File: src/rtl/dm_pkg.sv
// Shared types and encodings for the memory-stage data access port.
// Consumers import dm_pkg::* for the state enum, size/extend codes and lane helper.
package dm_pkg;

  typedef enum logic [2:0] {
    IDLE   = 3'd0,
    RD     = 3'd1,
    WR     = 3'd2,
    RMW_RD = 3'd3,
    DONE   = 3'd4
  } dm_state_e;

  localparam logic [1:0] SZ_WORD = 2'd0;
  localparam logic [1:0] SZ_HALF = 2'd1;
  localparam logic [1:0] SZ_BYTE = 2'd2;

  localparam logic [2:0] LD_WORD = 3'd0;
  localparam logic [2:0] LD_LH   = 3'd1;
  localparam logic [2:0] LD_LHU  = 3'd2;
  localparam logic [2:0] LD_LB   = 3'd3;
  localparam logic [2:0] LD_LBU  = 3'd4;

  // Little-endian byte lanes touched by a store of the given size.
  function automatic logic [3:0] lane_be(input logic [1:0] size, input logic [1:0] addr_lo);
    case (size)
      SZ_HALF: lane_be = addr_lo[1] ? 4'b1100 : 4'b0011;
      SZ_BYTE: lane_be = 4'b0001 << addr_lo;
      default: lane_be = 4'b1111;
    endcase
  endfunction

endpackage

File: src/rtl/dm_access_port_if.sv
// Word-wide data-memory bus between the access port (master) and memory (slave).
// Handshake: bus_req is held with stable address/control/data until the single-cycle
// bus_ack; an ack seen while bus_req is low carries no meaning and is ignored.
interface dm_access_port_if #(parameter int ADDR_W = 32);
  logic              bus_req;
  logic              bus_we;
  logic [ADDR_W-1:0] bus_addr;
  logic [3:0]        bus_be;
  logic [31:0]       bus_wdata;
  logic              bus_ack;
  logic [31:0]       bus_rdata;

  modport master (
    output bus_req, bus_we, bus_addr, bus_be, bus_wdata,
    input  bus_ack, bus_rdata
  );

  modport slave (
    input  bus_req, bus_we, bus_addr, bus_be, bus_wdata,
    output bus_ack, bus_rdata
  );
endinterface

File: src/rtl/dm_load_ext.sv
// Combinational load lane select and sign/zero extension of a fetched word.
module dm_load_ext
  import dm_pkg::*;
(
  input  logic [31:0] word,
  input  logic [1:0]  addr_lo,
  input  logic [2:0]  dmout_src,
  output logic [31:0] result
);

  logic [15:0] half_v;
  logic [7:0]  byte_v;

  always_comb begin
    half_v = addr_lo[1] ? word[31:16] : word[15:0];
    case (addr_lo)
      2'd0:    byte_v = word[7:0];
      2'd1:    byte_v = word[15:8];
      2'd2:    byte_v = word[23:16];
      default: byte_v = word[31:24];
    endcase
    case (dmout_src)
      LD_LH:   result = {{16{half_v[15]}}, half_v};
      LD_LHU:  result = {16'h0000, half_v};
      LD_LB:   result = {{24{byte_v[7]}}, byte_v};
      LD_LBU:  result = {24'h000000, byte_v};
      default: result = word;
    endcase
  end

endmodule

File: src/rtl/dm_access_port.sv
// Memory-stage data access port: stalls the pipeline across a handshaked bus access.
// Define DM_RMW_EN for a bus without byte enables (sub-word stores become read-merge-write).
module dm_access_port
  import dm_pkg::*;
#(
  parameter int ADDR_W = 32
) (
  input  logic              clk,
  input  logic              reset_n,
  input  logic              cpu_req,
  input  logic              cpu_we,
  input  logic [ADDR_W-1:0] cpu_addr,
  input  logic [31:0]       cpu_wdata,
  input  logic [1:0]        dmin_src,
  input  logic [2:0]        dmout_src,
  output logic              cpu_done,
  output logic [31:0]       cpu_rdata,
  output logic              addr_err,
  output logic              stall,
  dm_access_port_if.master  bus,
  output dm_state_e         dbg_state
);

  dm_state_e         state_q, state_d;
  logic              bus_req_q, bus_req_d;
  logic              bus_we_q, bus_we_d;
  logic [ADDR_W-1:0] bus_addr_q, bus_addr_d;
  logic [3:0]        bus_be_q, bus_be_d;
  logic [31:0]       bus_wdata_q, bus_wdata_d;
  logic [31:0]       rdata_q, rdata_d;
  logic              err_q, err_d;
  logic [1:0]        lo_q, lo_d;
  logic [2:0]        dmout_q, dmout_d;

  logic              is_half, is_word, is_sub, misaligned;
  logic [3:0]        st_be;
  logic [31:0]       st_wdata;
  logic [31:0]       ext_data;

  dm_load_ext u_load_ext (
    .word      (bus.bus_rdata),
    .addr_lo   (lo_q),
    .dmout_src (dmout_q),
    .result    (ext_data)
  );

`ifdef DM_RMW_EN
  logic [3:0]  lane_be_q, lane_be_d;
  logic [31:0] merged;

  // Store lanes come from the already-steered write data, the rest from memory.
  always_comb begin
    for (int i = 0; i < 4; i++) begin
      merged[8*i +: 8] = lane_be_q[i] ? bus_wdata_q[8*i +: 8] : bus.bus_rdata[8*i +: 8];
    end
  end
`endif

  always_comb begin
    if (cpu_we) begin
      is_half = (dmin_src == SZ_HALF);
      is_word = (dmin_src != SZ_HALF) && (dmin_src != SZ_BYTE);
    end else begin
      is_half = (dmout_src == LD_LH) || (dmout_src == LD_LHU);
      is_word = !(is_half || (dmout_src == LD_LB) || (dmout_src == LD_LBU));
    end
    is_sub     = cpu_we && !is_word;
    misaligned = (is_half && cpu_addr[0]) || (is_word && (cpu_addr[1:0] != 2'b00));
    st_be      = lane_be(dmin_src, cpu_addr[1:0]);
    case (dmin_src)
      SZ_HALF: st_wdata = {2{cpu_wdata[15:0]}};
      SZ_BYTE: st_wdata = {4{cpu_wdata[7:0]}};
      default: st_wdata = cpu_wdata;
    endcase
  end

  always_comb begin
    state_d     = state_q;
    bus_req_d   = bus_req_q;
    bus_we_d    = bus_we_q;
    bus_addr_d  = bus_addr_q;
    bus_be_d    = bus_be_q;
    bus_wdata_d = bus_wdata_q;
    rdata_d     = rdata_q;
    err_d       = err_q;
    lo_d        = lo_q;
    dmout_d     = dmout_q;
`ifdef DM_RMW_EN
    lane_be_d   = lane_be_q;
`endif
    case (state_q)
      IDLE: begin
        if (cpu_req) begin
          lo_d    = cpu_addr[1:0];
          dmout_d = dmout_src;
          rdata_d = '0;
          err_d   = 1'b0;
          if (misaligned) begin
            err_d   = 1'b1;
            state_d = DONE;
          end else begin
            bus_req_d   = 1'b1;
            bus_addr_d  = {cpu_addr[ADDR_W-1:2], 2'b00};
            bus_wdata_d = st_wdata;
            if (!cpu_we) begin
              bus_we_d = 1'b0;
              bus_be_d = 4'b1111;
              state_d  = RD;
`ifdef DM_RMW_EN
            end else if (is_sub) begin
              bus_we_d  = 1'b0;
              bus_be_d  = 4'b1111;
              lane_be_d = st_be;
              state_d   = RMW_RD;
            end else begin
              bus_we_d = 1'b1;
              bus_be_d = 4'b1111;
              state_d  = WR;
            end
`else
            end else begin
              bus_we_d = 1'b1;
              bus_be_d = is_sub ? st_be : 4'b1111;
              state_d  = WR;
            end
`endif
          end
        end
      end
      RD: begin
        if (bus_req_q && bus.bus_ack) begin
          bus_req_d = 1'b0;
          rdata_d   = ext_data;
          state_d   = DONE;
        end
      end
`ifdef DM_RMW_EN
      RMW_RD: begin
        // Drop bus_req for one cycle so the write is a separate transaction.
        if (bus_req_q && bus.bus_ack) begin
          bus_req_d   = 1'b0;
          bus_we_d    = 1'b1;
          bus_wdata_d = merged;
          state_d     = WR;
        end
      end
`endif
      WR: begin
        if (!bus_req_q) begin
          bus_req_d = 1'b1;
        end else if (bus.bus_ack) begin
          bus_req_d = 1'b0;
          state_d   = DONE;
        end
      end
      DONE:    state_d = IDLE;
      default: state_d = IDLE;
    endcase
  end

  always_ff @(posedge clk) begin
    if (!reset_n) begin
      state_q     <= IDLE;
      bus_req_q   <= 1'b0;
      bus_we_q    <= 1'b0;
      bus_addr_q  <= '0;
      bus_be_q    <= 4'b0000;
      bus_wdata_q <= '0;
      rdata_q     <= '0;
      err_q       <= 1'b0;
      lo_q        <= 2'b00;
      dmout_q     <= LD_WORD;
`ifdef DM_RMW_EN
      lane_be_q   <= 4'b0000;
`endif
    end else begin
      state_q     <= state_d;
      bus_req_q   <= bus_req_d;
      bus_we_q    <= bus_we_d;
      bus_addr_q  <= bus_addr_d;
      bus_be_q    <= bus_be_d;
      bus_wdata_q <= bus_wdata_d;
      rdata_q     <= rdata_d;
      err_q       <= err_d;
      lo_q        <= lo_d;
      dmout_q     <= dmout_d;
`ifdef DM_RMW_EN
      lane_be_q   <= lane_be_d;
`endif
    end
  end

  assign cpu_done      = (state_q == DONE);
  assign cpu_rdata     = cpu_done ? rdata_q : 32'h0;
  assign addr_err      = cpu_done & err_q;
  assign stall         = cpu_req & ~cpu_done;
  assign dbg_state     = state_q;
  assign bus.bus_req   = bus_req_q;
  assign bus.bus_we    = bus_we_q;
  assign bus.bus_addr  = bus_addr_q;
  assign bus.bus_be    = bus_be_q;
  assign bus.bus_wdata = bus_wdata_q;

endmodule

File: src/flat_wrapper.sv
// flat-port wrapper written by rule: the top's interface ports become plain ports
module dm_access_port_flat import dm_pkg::*;
#(
  parameter int ADDR_W = 32
)
  (clk, reset_n, cpu_req, cpu_we, cpu_addr, cpu_wdata, dmin_src, dmout_src, cpu_done, cpu_rdata, addr_err, stall, dbg_state, bus_bus_req, bus_bus_we, bus_bus_addr, bus_bus_be, bus_bus_wdata, bus_bus_ack, bus_bus_rdata);
  dm_access_port_if #(.ADDR_W(ADDR_W)) bus_i ();
  input  logic clk;
  input  logic reset_n;
  input  logic cpu_req;
  input  logic cpu_we;
  input  logic [ADDR_W-1:0] cpu_addr;
  input  logic [31:0] cpu_wdata;
  input  logic [1:0] dmin_src;
  input  logic [2:0] dmout_src;
  output logic cpu_done;
  output logic [31:0] cpu_rdata;
  output logic addr_err;
  output logic stall;
  output dm_state_e dbg_state;
  output wire logic [$bits(bus_i.bus_req)-1:0] bus_bus_req;
  output wire logic [$bits(bus_i.bus_we)-1:0] bus_bus_we;
  output wire logic [$bits(bus_i.bus_addr)-1:0] bus_bus_addr;
  output wire logic [$bits(bus_i.bus_be)-1:0] bus_bus_be;
  output wire logic [$bits(bus_i.bus_wdata)-1:0] bus_bus_wdata;
  input wire logic [$bits(bus_i.bus_ack)-1:0] bus_bus_ack;
  input wire logic [$bits(bus_i.bus_rdata)-1:0] bus_bus_rdata;
  assign bus_bus_req = bus_i.bus_req;
  assign bus_bus_we = bus_i.bus_we;
  assign bus_bus_addr = bus_i.bus_addr;
  assign bus_bus_be = bus_i.bus_be;
  assign bus_bus_wdata = bus_i.bus_wdata;
  assign bus_i.bus_ack = bus_bus_ack;
  assign bus_i.bus_rdata = bus_bus_rdata;
  dm_access_port #(.ADDR_W(ADDR_W)) u_core (.clk(clk), .reset_n(reset_n), .cpu_req(cpu_req), .cpu_we(cpu_we), .cpu_addr(cpu_addr), .cpu_wdata(cpu_wdata), .dmin_src(dmin_src), .dmout_src(dmout_src), .cpu_done(cpu_done), .cpu_rdata(cpu_rdata), .addr_err(addr_err), .stall(stall), .bus(bus_i), .dbg_state(dbg_state));
endmodule
File: config.mk
export PLATFORM = sky130hd
export DESIGN_NAME = dm_access_port_flat
export DESIGN_NICKNAME = d
export VERILOG_FILES = /design/src/rtl/dm_pkg.sv /design/src/rtl/dm_access_port_if.sv /design/src/rtl/dm_load_ext.sv /design/src/rtl/dm_access_port.sv /design/src/flat_wrapper.sv
export SDC_FILE = /design/constraint.sdc
export NUM_CORES = 1
export LEC_CHECK = 0
export BUFFER_PORTS_ARGS = -buffer_cell sky130_fd_sc_hd__buf_4
export CAP_MARGIN = 10
export CELL_PAD_IN_SITES_DETAIL_PLACEMENT = 2
export CELL_PAD_IN_SITES_GLOBAL_PLACEMENT = 2
export CORE_MARGIN = 5
export CORE_UTILIZATION = 28
export DETAILED_ROUTE_END_ITERATION = 7
export GPL_TIMING_DRIVEN = 0
export PLACE_DENSITY = 0.92
export RECOVER_POWER = 50
export SLEW_MARGIN = 30
export SYNTH_ARGS = -nofsm -noshare
export SYNTH_HDL_FRONTEND = slang
export SYNTH_SLANG_ARGS = --single-unit
File: constraint.sdc
create_clock -name clk -period 2.46 [get_ports clk]
set_input_delay 0.123 -clock clk [delete_from_list [all_inputs] [get_ports clk]]
set_output_delay 0.123 -clock clk [all_outputs]
set_load 0.02 [all_outputs]
---- Yosys cells after proc, flatten, opt, wreduce, memory -nomap -nowiden ----
Cells that the tools add are included.
operators by class
  eq/ne operators ......................... 22
  shifts and indexed selects .............. 1
  reductions and logical operators ........ 21
  bitwise logic cells ..................... 4
  multiplexer cells ....................... 29
operators by type and width
  cell                                                 number
  one-hot mux 32 bit (2 select lines)                  2
  one-hot mux 32 bit (4 select lines)                  1
  two-way mux 32 bit                                   3
  one-hot mux 8 bit (3 select lines)                   1
  two-way mux 16 bit                                   1
  equality test 3 x 2 -> 1 bit, second input constant  5
  two-way mux 3 bit                                    5
  two-way mux 4 bit                                    3
  equality test 3 x 1 -> 1 bit, second input constant  3
  equality test 3 bit, second input constant           3
  two-way mux 1 bit                                    9
  one-hot mux 3 bit (3 select lines)                   1
  != test 2 bit, second input constant                 4
  one-hot mux 4 bit (2 select lines)                   1
  AND reduction 4 bit                                  2
  != test 2 x 1 -> 1 bit, second input constant        3
  AND reduction 3 bit                                  2
  logical AND 1 bit                                    5
  equality test 2 x 1 -> 1 bit, second input constant  2
  equality test 2 bit, second input constant           2
  logical OR 1 bit                                     4
  nonzero test 2 bit                                   2
  << shifter 1 x 2 -> 4 bit, first input constant      1
  zero test 3 bit                                      1
  other kinds (8)                                      11
word-level totals
  register bits ........................... 109

---- Logic depth before layout (Yosys ltp) ----
  word-level depth ........................ 11
  mapped depth ............................ 9
  gate-level depth less buffers ........... 6

---- Modules after synthesis ----
A second synthesis with hierarchy kept.
second synthesis, totals
  cells, all modules ...................... 761
  area total of the unflattened synthesis .. 6109.6 µm²
modules (own cells, without submodules)
  module          times used  area each (µm²)  seq. area each (µm²)  cells each
  dm_access_port  1           4968.5           2182.1                610
  dm_load_ext     1           1141.1           0.0                   151

---- Least setup slack after synthesis ----
OpenSTA, ideal clock, no wires.
  path type ............................... reg-to-reg
  start point ............................. register u_core.lo_q[0]
  end point ............................... register u_core.rdata_q[27]
  arrival ................................. 1602 ps
  path slack .............................. 726 ps
  setup time .............................. 132 ps
  stages on the path, launching flop included .. 7
  data required time ...................... 2328 ps
  path through ............................ dfxtp_1 > buf_4 > mux4_2 > o22a_1 > buf_2 > o211ai_1 > a21oi_1
between the ends
  word-level cells in the longest chain between the ends .. 5
ends and longest elaborated chain
  item                                         line                   source
  start: declaration                           dm_access_port.sv:32   logic [1:0] lo_q, lo_d;
  start signal: assignment                     dm_access_port.sv:185  lo_q <= lo_d;
  equality test 2 bit (tied with other cells)  dm_load_ext.sv:16      case (addr_lo)
  one-hot mux 8 bit (3 select lines) (*)       dm_load_ext.sv:16
  one-hot mux 32 bit (4 select lines) (*)      dm_load_ext.sv:22      case (dmout_src)
  two-way mux 32 bit (*)                       dm_access_port.sv:131  if (bus_req_q && bus.bus_ack) begin
  one-hot mux 32 bit (2 select lines) (*)      dm_access_port.sv:91   case (state_q)
  end signal: assignment                       dm_access_port.sv:183  rdata_q <= rdata_d;
  end: declaration                             dm_access_port.sv:30   logic [31:0] rdata_q, rdata_d;
Mark *: on every way between the ends. The rest lies on a longest branch, timed or not. The select of a mux whose other input is x is not followed.
A chain may end at the register's enable or synchronous reset.

---- Final worst setup path ----
  start point ............................. register u_core.state_q[2] (netlist: u_core.dbg_state[2])
  end point ............................... output port cpu_rdata[9]
between the ends
  word-level cells in the longest chain between the ends .. 2
ends and longest elaborated chain
  item                      line                   source
  start: declaration        dm_access_port.sv:24   dm_state_e state_q, state_d;
  start signal: assignment  dm_access_port.sv:177  state_q <= state_d;
  equality test 3 bit       dm_access_port.sv:193  assign cpu_done = (state_q == DONE);
  two-way mux 32 bit        dm_access_port.sv:194  assign cpu_rdata = cpu_done ? rdata_q : 32'h0;
  end: declaration          flat_wrapper.sv:17     output logic [31:0] cpu_rdata;
No other way between the ends.

==> key figures <==
Outcome
  – Status: completed

Drt
  – Drt wl/cell: 22.1 µm
  – Final WL: 25.2 mm
  – DRC: 0
  – Routed length on met3: 1.98 mm
  – Vias per Instance: 5.25
  – Highest Signal Layer: met4
  – Wl on met1: 10.0 mm
  – Post-route ant nets: 0
  – DRT iter0 DRCs: 260
  – Metal2 WL: 12.5 mm
  – Via count: 5989
  – Drt first pass iters: 4

Clock tree
  – Root buf cell: clkbuf_16
  – CTS tree: done
  – TritonCTS Buffers: 9
  – CTS sink cnt: 109
  – Clock slew at reported path FFs: 0.09 ns
  – Clk_lat worst skew: 0.37 ns
  – Max Root-Sink Buffers: 2
  – H-tree level count: 3

Die
  – Core Area: 0.0195 mm²
  – Initial core utilization: 0.284
  – # rows: 51
  – Boundary Pins: 214
  – Die Y: 151 µm
  – DIE WIDTH: 151 µm
  – Total die area: 0.0227 mm²

Setup path
  – Critical path type: reg2out
  – Crit path required time: 2.34 ns
  – Crit Path Max Fanout: 10
  – Setup crit end kind: primary output
  – Arrival @ worst endpoint: 2.14 ns
  – Startpoint Class: register

Timing
  – Worst rel slew slack: 0.469
  – Fin crit share: 0.921
  – Min Hold Slack: 0.00935 ns
  – Fin. max-slew vios: 0
  – Fmax: 0.442 GHz
  – Worst Skew: 0.0117 ns
  – Final setup fails: 0
  – Final worst slack: 0.195 ns
  – Setup TNS: 0 ns
  – RSZ-0062 raised after global routing: false
  – Min cycle time layout: 2.26 ns
  – Final hold vios: 0
  – Worst Tran Pin Value: 0.796 ns

Synthesis
  – Number of synthesis warnings: 0
  – Synth Area in Simple Gates: 0.203
  – Post-Synth Adder-Cell Area: 0.00453
  – Mux contribution to synthesized area: 0.148
  – Synth Area in Compound Gates: 0.186
  – Fraction of registers with async set/reset: 0
  – Seq/Total Area, Yosys: 0.395
  – Area share of the largest cell type after synthesis: 0.395
  – Synth Cell Area: 0.00553 mm²
  – Yosys top cell by area: dfxtp_1
  – Synth Instances: 646
  – Area contributors post-synth: dfxtp_1 39%, mux2i_1 10%, nand2_1 8.8%
  – Post-synthesis xor/xnor area fraction: 0.00634
  – Post-synthesis register bit count: 109
  – Largest family of logic cells by synthesized area: simple AND/OR/NAND/NOR gates
  – Yosys cell types: 52
  – Syn Area/Cell: 8.56 µm²
  – Main flop type after synthesis: dfxtp_1
  – Post-synth EDFFs: 0

Final layout
  – Commonest non-fill, non-tap cells in the layout: 143 x buf_4, 130 x nand2_1, 112 x clkbuf_1
  – Final Net Count: 979
  – Fraction of layout cells with a size suffix above 1: 0.224
  – N_diodes: 0
  – Most common cell after layout, fill and taps aside: buf_4
  – Post-layout util: 0.386
  – P&R area growth vs syn: 35.9%
  – Number of non-filler instances in the completed layout: 1141

Power
  – Leakage: 2.96 nW
  – Total power divided by cell area: 632 mW/mm²
  – Worst VDD drop: 349 µV

Placed design
  – Placer Congestion: 0.830
  – Placed cells: 1122
  – Post-place setup slack: 0.323 ns
  – HPWL after DPL: 19.1 mm
  – IO buf count: 210

Global routing
  – Pin count of the biggest net entering global routing: 20
  – Total gr overflow: 0
  – Vias in the first global route: 6774
  – Antenna violations before repair: 0
  – First-pass GRT wire length: 38.8 mm
  – Total track usage: 0.221

Flow run
  – Max_cap viols: 0

Hold path
  – Hold Path Class: in2reg
-- sequential cells by signal, summed over array words and instances, names as in the netlist --
name and count:
u_core.bus.bus_wdata 32, u_core.rdata_q 32, u_core.bus.bus_addr 30, u_core.bus.bus_be 4, u_core.dbg_state 3, u_core.dmout_q 3
u_core.lo_q 2, u_core.bus.bus_req 1, u_core.bus.bus_we 1, u_core.err_q 1
-- cells by family (layout without fill, tap and decap cells) --
logic type | Yosys count | count (layout)
mux | 71 | 71
other cells | 1 | 2
xor+xnor | 4 | 4
buf+inv | 67 | 296
fa+ha+maj | 2 | 2
compound gates | 153 | 153
flops | 109 | 109
simple gates | 239 | 239
-- power by group --
group	switching [mW]	internal, mW	total (mW)
clock network	0.797	0.814	1.61
registers	0.0695	1.88	1.95
logic	0.765	0.429	1.19
-- per-layer routing --
layer | GRT usage | vias up
met1 | 0.249 | 2962
met3 | 0.0728 | 45
met5 | 0 | -
li1 | - | 2769
met2 | 0.394 | 213
met4 | 0.0723 | 0
-- through the flow --
step                cell area [µm²]  power, mW
finish                         7510       4.75
global route                   7510       4.93
CTS                            7790       4.86
detailed placement             7450       3.25
global placement               7440       3.20
floorplan                      5530       2.67
-- cell type report --
cell class / instances / area, µm²
Sequential cell: 109 / 2180
Tap cell: 265 / 332
Timing Repair Buffer: 213 / 1340
Multi-Input combinational cell: 471 / 3040
Inverter: 6 / 22.5
Fill cell: 2280 / 11900
Clock buffer: 10 / 229
Clock inverter: 6 / 81.3
Buffer: 61 / 287
-- critical path: stages, from the launching register on --
cell and delay (ns):
dfxtp_1 0.47, clkbuf_1 0.48, clkbuf_1 0.42, and3_1 0.26, buf_4 0.15
-- cell usage after synthesis (2+ instances only) --
master / count
mux4_2: 8
mux2i_1: 56
buf_4: 5
and3_1: 36
buf_1: 3
nor2b_1: 12
inv_1: 6
o31ai_1: 8
o211ai_1: 26
o21ai_0: 29
nand2b_1: 2
o22ai_1: 7
nor4_1: 2
ha_1: 2
a31oi_1: 14
nor2_1: 28
dfxtp_1: 109
a221oi_1: 8
buf_6: 4
nor3_1: 5
mux2_2: 7
a311oi_1: 10
and2_1: 2
nand4b_1: 4
a22oi_1: 9
clkbuf_1: 38
o21ai_1: 3
a21oi_1: 30
xnor2_1: 3
buf_2: 10
a211oi_2: 2
nand2_1: 130
nand3_1: 9
-- timing repair --
action                     CTS  global route
hold buffers                 3             0
resized for setup            0             1
setup buffers                0             0
hold endpoints to repair     3             0
setup endpoints to repair    0            19
-- path summary, 6_finish.rpt --
path                            from                       to  slack [ns]  depth (start not counted)
min reg2reg  u_core.bus.bus_addr[26]  u_core.bus.bus_addr[26]        0.46                          2
max              u_core.dbg_state[2]             cpu_rdata[9]        0.20                          4
max reg2reg      u_core.dbg_state[0]  u_core.bus.bus_addr[20]        0.34                          7
min                     cpu_addr[13]  u_core.bus.bus_addr[13]       0.009                          3
(Power assumes the default switching activity.)
